--- src/rtl/lfsr_dec_pkg.sv ---
// Shared constants, FSM state type and helpers for the LFSR decryption stage.
package lfsr_dec_pkg;

    localparam int unsigned NUM_TAPS = 6;

    localparam logic [5:0] TAP_TABLE [NUM_TAPS] = '{6'h21, 6'h2D, 6'h30, 6'h33, 6'h36, 6'h39};

    localparam logic [7:0] PREAMBLE_CHAR = 8'h5F;
    localparam logic [7:0] PAD_CHAR      = 8'h20;
    localparam logic [5:0] SEED_MASK     = 6'h1F;

    localparam logic [7:0] CT_BASE     = 8'd64;
    localparam logic [7:0] CT_END      = 8'd127;
    localparam logic [7:0] PT_END      = 8'd64;
    localparam int unsigned SCAN_LEN   = 8;
    localparam logic [7:0] MIN_PRE_LEN = 8'd8;
    localparam logic [7:0] PRE_LEN_MAX = 8'hFF;

    typedef enum logic [2:0] {
        START,
        LOAD,
        SCAN,
        PICK,
        DECODE,
        PAD,
        DONE
    } state_e;

    // Index of the lowest set bit; 0 when the mask is empty.
    function automatic logic [2:0] lowest_set(input logic [NUM_TAPS-1:0] m);
        logic [2:0] idx;
        idx = 3'd0;
        for (int i = NUM_TAPS - 1; i >= 0; i--) begin
            if (m[i]) begin
                idx = 3'(i);
            end
        end
        return idx;
    endfunction

endpackage

--- src/rtl/dat_mem.sv ---
// Byte-wide data memory: combinational read, synchronous write.
module dat_mem (
    input  logic       clk,
    input  logic       write_en,
    input  logic [7:0] raddr,
    input  logic [7:0] waddr,
    input  logic [7:0] data_in,
    output logic [7:0] data_out
);

    logic [7:0] core [256];

    assign data_out = core[raddr];

    always_ff @(posedge clk) begin
        if (write_en) begin
            core[waddr] <= data_in;
        end
    end

endmodule

--- src/rtl/lfsr6.sv ---
// Six-bit Fibonacci-style LFSR with loadable start state and tap pattern.
module lfsr6 (
    input  logic       clk,
    input  logic       init,
    input  logic       en,
    input  logic [5:0] taps,
    input  logic [5:0] start,
    output logic [5:0] state
);

    always_ff @(posedge clk) begin
        if (init) begin
            state <= start;
        end else if (en) begin
            state <= {state[4:0], ^(state & taps)};
        end
    end

endmodule

--- src/rtl/lfsr_decrypt.sv ---
// Recovers LFSR start state and taps from the ciphertext preamble, then writes
// the stripped, space-padded plaintext to addresses 0..63.
module lfsr_decrypt
    import lfsr_dec_pkg::*;
(
    input  logic       clk,
    input  logic       init,
    output logic       done,
    output logic       found,
    output logic [5:0] taps_out,
    output logic [7:0] pre_len_out
);

    state_e              state_q;
    logic [5:0]          start_q;
    logic [NUM_TAPS-1:0] mask_q;
    logic [2:0]          scan_q;
    logic [2:0]          sel_q;
    logic                strip_q;
    logic [7:0]          rd_q;
    logic [7:0]          wr_q;

    logic [7:0]          raddr;
    logic [7:0]          waddr;
    logic [7:0]          data_in;
    logic [7:0]          data_out;
    logic                write_en;

    logic [5:0]          lfsr_state [NUM_TAPS];
    logic [NUM_TAPS-1:0] lfsr_en;
    logic [NUM_TAPS-1:0] hit;
    logic                lfsr_load;
    logic [5:0]          lfsr_sel;
    logic [7:0]          plain;
    logic                is_pre;

    dat_mem dm1 (
        .clk      (clk),
        .write_en (write_en),
        .raddr    (raddr),
        .waddr    (waddr),
        .data_in  (data_in),
        .data_out (data_out)
    );

    assign lfsr_load = (state_q == LOAD);

    for (genvar k = 0; k < NUM_TAPS; k++) begin : g_lfsr
        lfsr6 u_lfsr (
            .clk   (clk),
            .init  (lfsr_load),
            .en    (lfsr_en[k]),
            .taps  (TAP_TABLE[k]),
            .start (start_q),
            .state (lfsr_state[k])
        );

        // During decode only the chosen candidate keeps stepping.
        assign lfsr_en[k] = !init && ((state_q == SCAN) ||
                                      ((state_q == DECODE) && (sel_q == 3'(k))));

        assign hit[k] = ((lfsr_state[k] ^ SEED_MASK) == data_out[5:0]) &&
                        (data_out[7:6] == 2'b01);
    end

    always_comb begin
        lfsr_sel = 6'd0;
        case (sel_q)
            3'd0:    lfsr_sel = lfsr_state[0];
            3'd1:    lfsr_sel = lfsr_state[1];
            3'd2:    lfsr_sel = lfsr_state[2];
            3'd3:    lfsr_sel = lfsr_state[3];
            3'd4:    lfsr_sel = lfsr_state[4];
            3'd5:    lfsr_sel = lfsr_state[5];
            default: lfsr_sel = 6'd0;
        endcase
    end

    assign plain  = data_out ^ {2'b00, lfsr_sel};
    assign is_pre = strip_q && (plain == PREAMBLE_CHAR);

    always_comb begin
        raddr = rd_q;
        if (state_q == START) begin
            raddr = CT_BASE;
        end else if (state_q == SCAN) begin
            raddr = CT_BASE + {5'd0, scan_q};
        end
    end

    always_comb begin
        write_en = 1'b0;
        waddr    = wr_q;
        data_in  = plain;
        if (!init) begin
            if (state_q == DECODE) begin
                write_en = !is_pre;
            end else if (state_q == PAD) begin
                write_en = (wr_q < PT_END);
                data_in  = PAD_CHAR;
            end
        end
    end

    always_ff @(posedge clk) begin
        if (init) begin
            state_q     <= START;
            start_q     <= 6'd0;
            mask_q      <= '0;
            scan_q      <= 3'd0;
            sel_q       <= 3'd0;
            strip_q     <= 1'b0;
            rd_q        <= 8'd0;
            wr_q        <= 8'd0;
            done        <= 1'b0;
            found       <= 1'b0;
            taps_out    <= 6'd0;
            pre_len_out <= 8'd0;
        end else begin
            case (state_q)
                START: begin
                    start_q <= data_out[5:0] ^ SEED_MASK;
                    state_q <= LOAD;
                end
                LOAD: begin
                    mask_q  <= '1;
                    scan_q  <= 3'd0;
                    state_q <= SCAN;
                end
                SCAN: begin
                    mask_q <= mask_q & hit;
                    scan_q <= scan_q + 3'd1;
                    if (scan_q == 3'(SCAN_LEN - 1)) begin
                        state_q <= PICK;
                    end
                end
                PICK: begin
                    if ((mask_q == '0) || (start_q == 6'd0)) begin
                        found   <= 1'b0;
                        done    <= 1'b1;
                        state_q <= DONE;
                    end else begin
                        found       <= 1'b1;
                        sel_q       <= lowest_set(mask_q);
                        taps_out    <= TAP_TABLE[lowest_set(mask_q)];
                        pre_len_out <= MIN_PRE_LEN;
                        strip_q     <= 1'b1;
                        rd_q        <= CT_BASE + 8'(SCAN_LEN);
                        wr_q        <= 8'd0;
                        state_q     <= DECODE;
                    end
                end
                DECODE: begin
                    if (is_pre) begin
                        if (pre_len_out != PRE_LEN_MAX) begin
                            pre_len_out <= pre_len_out + 8'd1;
                        end
                    end else begin
                        strip_q <= 1'b0;
                        wr_q    <= wr_q + 8'd1;
                    end
                    rd_q <= rd_q + 8'd1;
                    if (rd_q == CT_END) begin
                        state_q <= PAD;
                    end
                end
                PAD: begin
                    if (wr_q < PT_END) begin
                        wr_q <= wr_q + 8'd1;
                    end
                    if (wr_q >= PT_END - 8'd1) begin
                        done    <= 1'b1;
                        state_q <= DONE;
                    end
                end
                DONE: begin
                    state_q <= DONE;
                end
                default: begin
                    state_q <= START;
                end
            endcase
        end
    end

endmodule
--- config.mk ---
export PLATFORM = sky130hd
export DESIGN_NAME = lfsr_decrypt
export DESIGN_NICKNAME = d
export VERILOG_FILES = /design/src/rtl/lfsr_dec_pkg.sv /design/src/rtl/dat_mem.sv /design/src/rtl/lfsr6.sv /design/src/rtl/lfsr_decrypt.sv
export SDC_FILE = /design/constraint.sdc
export NUM_CORES = 2
export LEC_CHECK = 0
export BUFFER_PORTS_ARGS = -buffer_cell sky130_fd_sc_hd__buf_2
export CAP_MARGIN = 10
export CORE_ASPECT_RATIO = 0.6
export CORE_MARGIN = 2
export CORE_UTILIZATION = 36
export CTS_CLUSTER_SIZE = 28
export DETAILED_ROUTE_END_ITERATION = 6
export HOLD_SLACK_MARGIN = 0.03
export PLACE_DENSITY = 0.52
export SETUP_SLACK_MARGIN = 0.3
export SKIP_LAST_GASP = 1
export SYNTH_ARGS = -nofsm -noshare
export SYNTH_HDL_FRONTEND = slang
export SYNTH_SLANG_ARGS = --single-unit
--- constraint.sdc ---
create_clock -name clk -period 16 [get_ports clk]
set_input_delay 4 -clock clk [delete_from_list [all_inputs] [get_ports clk]]
set_output_delay 4 -clock clk [all_outputs]
set_load 0.05 [all_outputs]
==> summary.md <==
| Metric | Value |
|---|---|
| Status | finished, violations left |
| Failing checks | slew limit |
| Syn Inst Count | 5792 |
| Post-placement cell area | 0.0911 mm^2 |
| Fmax | 0.100 GHz |
| Power per cell area | 139 mW/mm^2 |
| Worst-Skew Late Latency | 0.88 ns |
| Final total power | 13500 uW |
| Hold_sp | taps_out[5] |
| #FFs+latches synth | 2138 |
| Die H | 384 um |
| Final setup fails | 0 |
| CTS Hold Buffers Added | 0 |
| Ys Warns | 0 |
| Slew @ Worst Pin | 1.70 ns |
| Mapped Area | 0.0865 mm^2 |
| Avg Cell Area, Syn | 14.9 um^2 |
| Largest area contributor in the netlist | edfxtp_1 |
| Post-CTS Resized | 0 |
| CP Max Fanout | 41 |
| Clk root buf | clkbuf_16 |
| Max transition margin | -13.6% |
| MaxCap Viol Count | 0 |
| Cell depth of the worst hold path | 2 |
| CORE AREA | 0.239 mm^2 |
| RePlAce Congestion | 0.925 |
| Syn nets | 5802 |
| Die X | 637 um |
| Critical Path Slowest Stage Cell | a21o_2 |
| Area growth from synthesis to layout | 12.5% |
| Number of flops mapped to enable cells by yosys | 2084 |
| Leakage power | 0.0301 uW |
| GRT Residual Overflow | 0 |
| Fin. Hold Viols | 0 |
| Tmin final | 9.98 ns |
| Max incr delay on CP | 1.03 ns |
| Synth unique cells | 88 |
| WS Path Type | reg2reg |
| Vias per Instance | 6.10 |
| Post-place setup slack | 6.45 ns |
| Reg-to-reg slack, setup | 6.02 ns |
| CTS tree | yes |
| Routed WL per cell | 33.7 um |
| I/O pin cnt | 18 |
| Antenna Nets Post-Route | 0 |
| Largest net degree at the start of global routing | 164 |
| Synth Flop Type | edfxtp_1 |
| Final WL | 307000 um |
| Slew Limit Fails | 89 |
| CTS buffer count | 196 |
| Critical Path End Type | flip-flop |
| Layout cells sized above 1 | 12.9% |
| Nets@finish | 5802 |
| DRC | 0 |
| Worst EP arrival | 10.48 ns |
| Final setup margin | 6.02 ns |
| Req. time, crit path | 16.49 ns |
| RSZ-0062 raised after global routing | false |
| Most frequent cells in the layout | edfxtp_1 (2084), nand2_1 (704), nand3_1 (290), mux2i_1 (290), nor2_1 (247) |
| CTS H-tree lvls | 4 |
| Hold path endpoint | taps_out[5] |
| Final Skew | 0.0523 ns |
| R2R depth | 17 |
| Ranking of synthesized cells by area | edfxtp_1 (72%), mux2i_1 (3.4%), nand2_1 (3.1%) |
| DPL Wire Length | 192000 um |
| CTS Sinks | 2138 |
| Hold WC Path Type | reg2reg |
| Port buffer count | 17 |
| GRT Total Usage | 24.5% |
| Critical path, cell by cell | nand4bb_4, buf_4, nand4_1, buf_4, buf_4, a21oi_1, or4_1, o31ai_1, nand2_1, or4b_1, and3_1, or4_4, nor4_4, buf_4, buf_4, a21o_2, nor2_1 |
| Largest delay share family, worst path | simple AND/OR/NAND/NOR gates |
| Row cnt | 139 |
| Cell area after layout | 0.0973 mm^2 |
| Starting density of the core | 36.2% |
| Initial drt markers | 9200 |
| Vias | 55600 |
| Synth top area share | 72.3% |
| Async SR Flop Fraction | 0% |
| CP Launch Type | flip-flop |
| Peak VDD IR | 0.149 mV |
| CP bufs+invs | 5 |
| Worst R2R Start | state_q[1] |
| Hold WS | 0.459 ns |
| CTS Buffer Depth | 4 |
| Initial antenna violation count | 25 |
| Most common cell after layout, fill and taps aside | edfxtp_1 |
| First-pass GRT wire length | 424000 um |
| Vias in the first global route | 50900 |
| CP most frequent cell | buf_4 |
| Post-CTS setup buffers | 0 |
| 1st-pass router iterations | 7 |
| Clock transition at path regs | 0.07 ns |
| Fin crit share | 62.4% |
| R2r endpoint | dm1.core[184][6] |
| Post-synthesis sequential area ratio | 73.6% |
| Die Area | 0.244 mm^2 |
synth_stat cells, drive strengths merged (58+ instances only):
cell type     n
nand2       708
mux2i       290
nor4         90
nor3         73
a211oi      143
nor2        253
o21ai       149
clkbuf      211
and3        152
mux4         82
a31oi       115
edfxtp     2084
buf         227
a21oi       118
nand3       297
nand4        58
a32oi        61
o22ai        71
flip-flops by register name, summed over array words and instances (netlist names):
register             flops
dm1.core              2048
done                     1
found                    1
g_lfsr.u_lfsr.state     36
mask_q                   6
pre_len_out              8
rd_q                     8
scan_q                   3
sel_q                    3
start_q                  6
state_q                  3
strip_q                  1
taps_out                 6
waddr                    8
worst register-to-register path, stage by stage (launching register included):
cell and delay (ns):
dfxtp_1 0.94, nand4bb_4 0.71, buf_4 0.59, nand4_1 0.26, buf_4 0.26, buf_4 0.40
a21oi_1 0.08, or4_1 0.59, o31ai_1 0.61, nand2_1 0.32, or4b_1 0.93, and3_1 0.37
or4_4 0.57, nor4_4 0.36, buf_4 0.45, buf_4 0.62, a21o_2 1.07, nor2_1 0.49
cells by family (layout without fill, tap and decap cells):
kind of cell	after synthesis	after routing	share of synthesized area [%]
compound gates	1003	1003	8.19
xor+xnor	52	52	0.527
fa+ha+maj	8	8	0.116
buf+inv	456	601	2.33
flops	2138	2138	73.6
mux	394	394	5.78
other cells	0	10	0
simple gates	1741	1741	9.47
layout make-up:
cell class,instances,area [um^2]
antenna,10,25.0
clock buffer,249,5250
clock inverter,94,853
fill,21700,142000
inverter,18,67.6
multi-input combinational,3198,21600
sequential,2138,63700
tap,3172,3970
timing repair buffer,240,1900
how the worst max path moves through the flow:
stage / from / end / slack (ns) / cells past startpoint
2_1_floorplan: init / dm1.core[0][1] / -0.50 / 6
3_3_place_gp: state_q[1] / dm1.core[88][1] / 6.26 / 16
3_5_place_dp: state_q[1] / dm1.core[88][2] / 6.45 / 17
4_1_cts: state_q[1] / dm1.core[136][2] / 6.43 / 17
5_1_grt: state_q[1] / dm1.core[200][7] / 5.96 / 17
6_report: state_q[1] / dm1.core[184][6] / 6.02 / 17
metrics by stage:
| stage | util (%) | instances | TNS [ns] |
|---|---|---|---|
| final | 40.7 | 9119 | 0 |
| after global routing | 40.7 | 9110 | 0 |
| after CTS | 40.6 | 9091 | 0 |
| after detailed placement | 38.1 | 8748 | 0 |
| after floorplan | - | 5792 | -508.68 |
| after global placement | 38.0 | 8730 | 0 |
metal layers:
metal  vias up  track usage, %  wire [um]
met1     28700            39.3     139000
met2      3750            30.7     116000
met5         -               0          0
met4         0            4.25       5160
li1      22800               -          -
met3       347            9.41      46400
power by group:
group	total [uW]	switching (uW)	internal (uW)
clock	4710	2140	2570
combinational	1790	1510	284
sequential	7030	71.7	6950
total	13500	3710	9810
(Power assumes the default switching activity.)
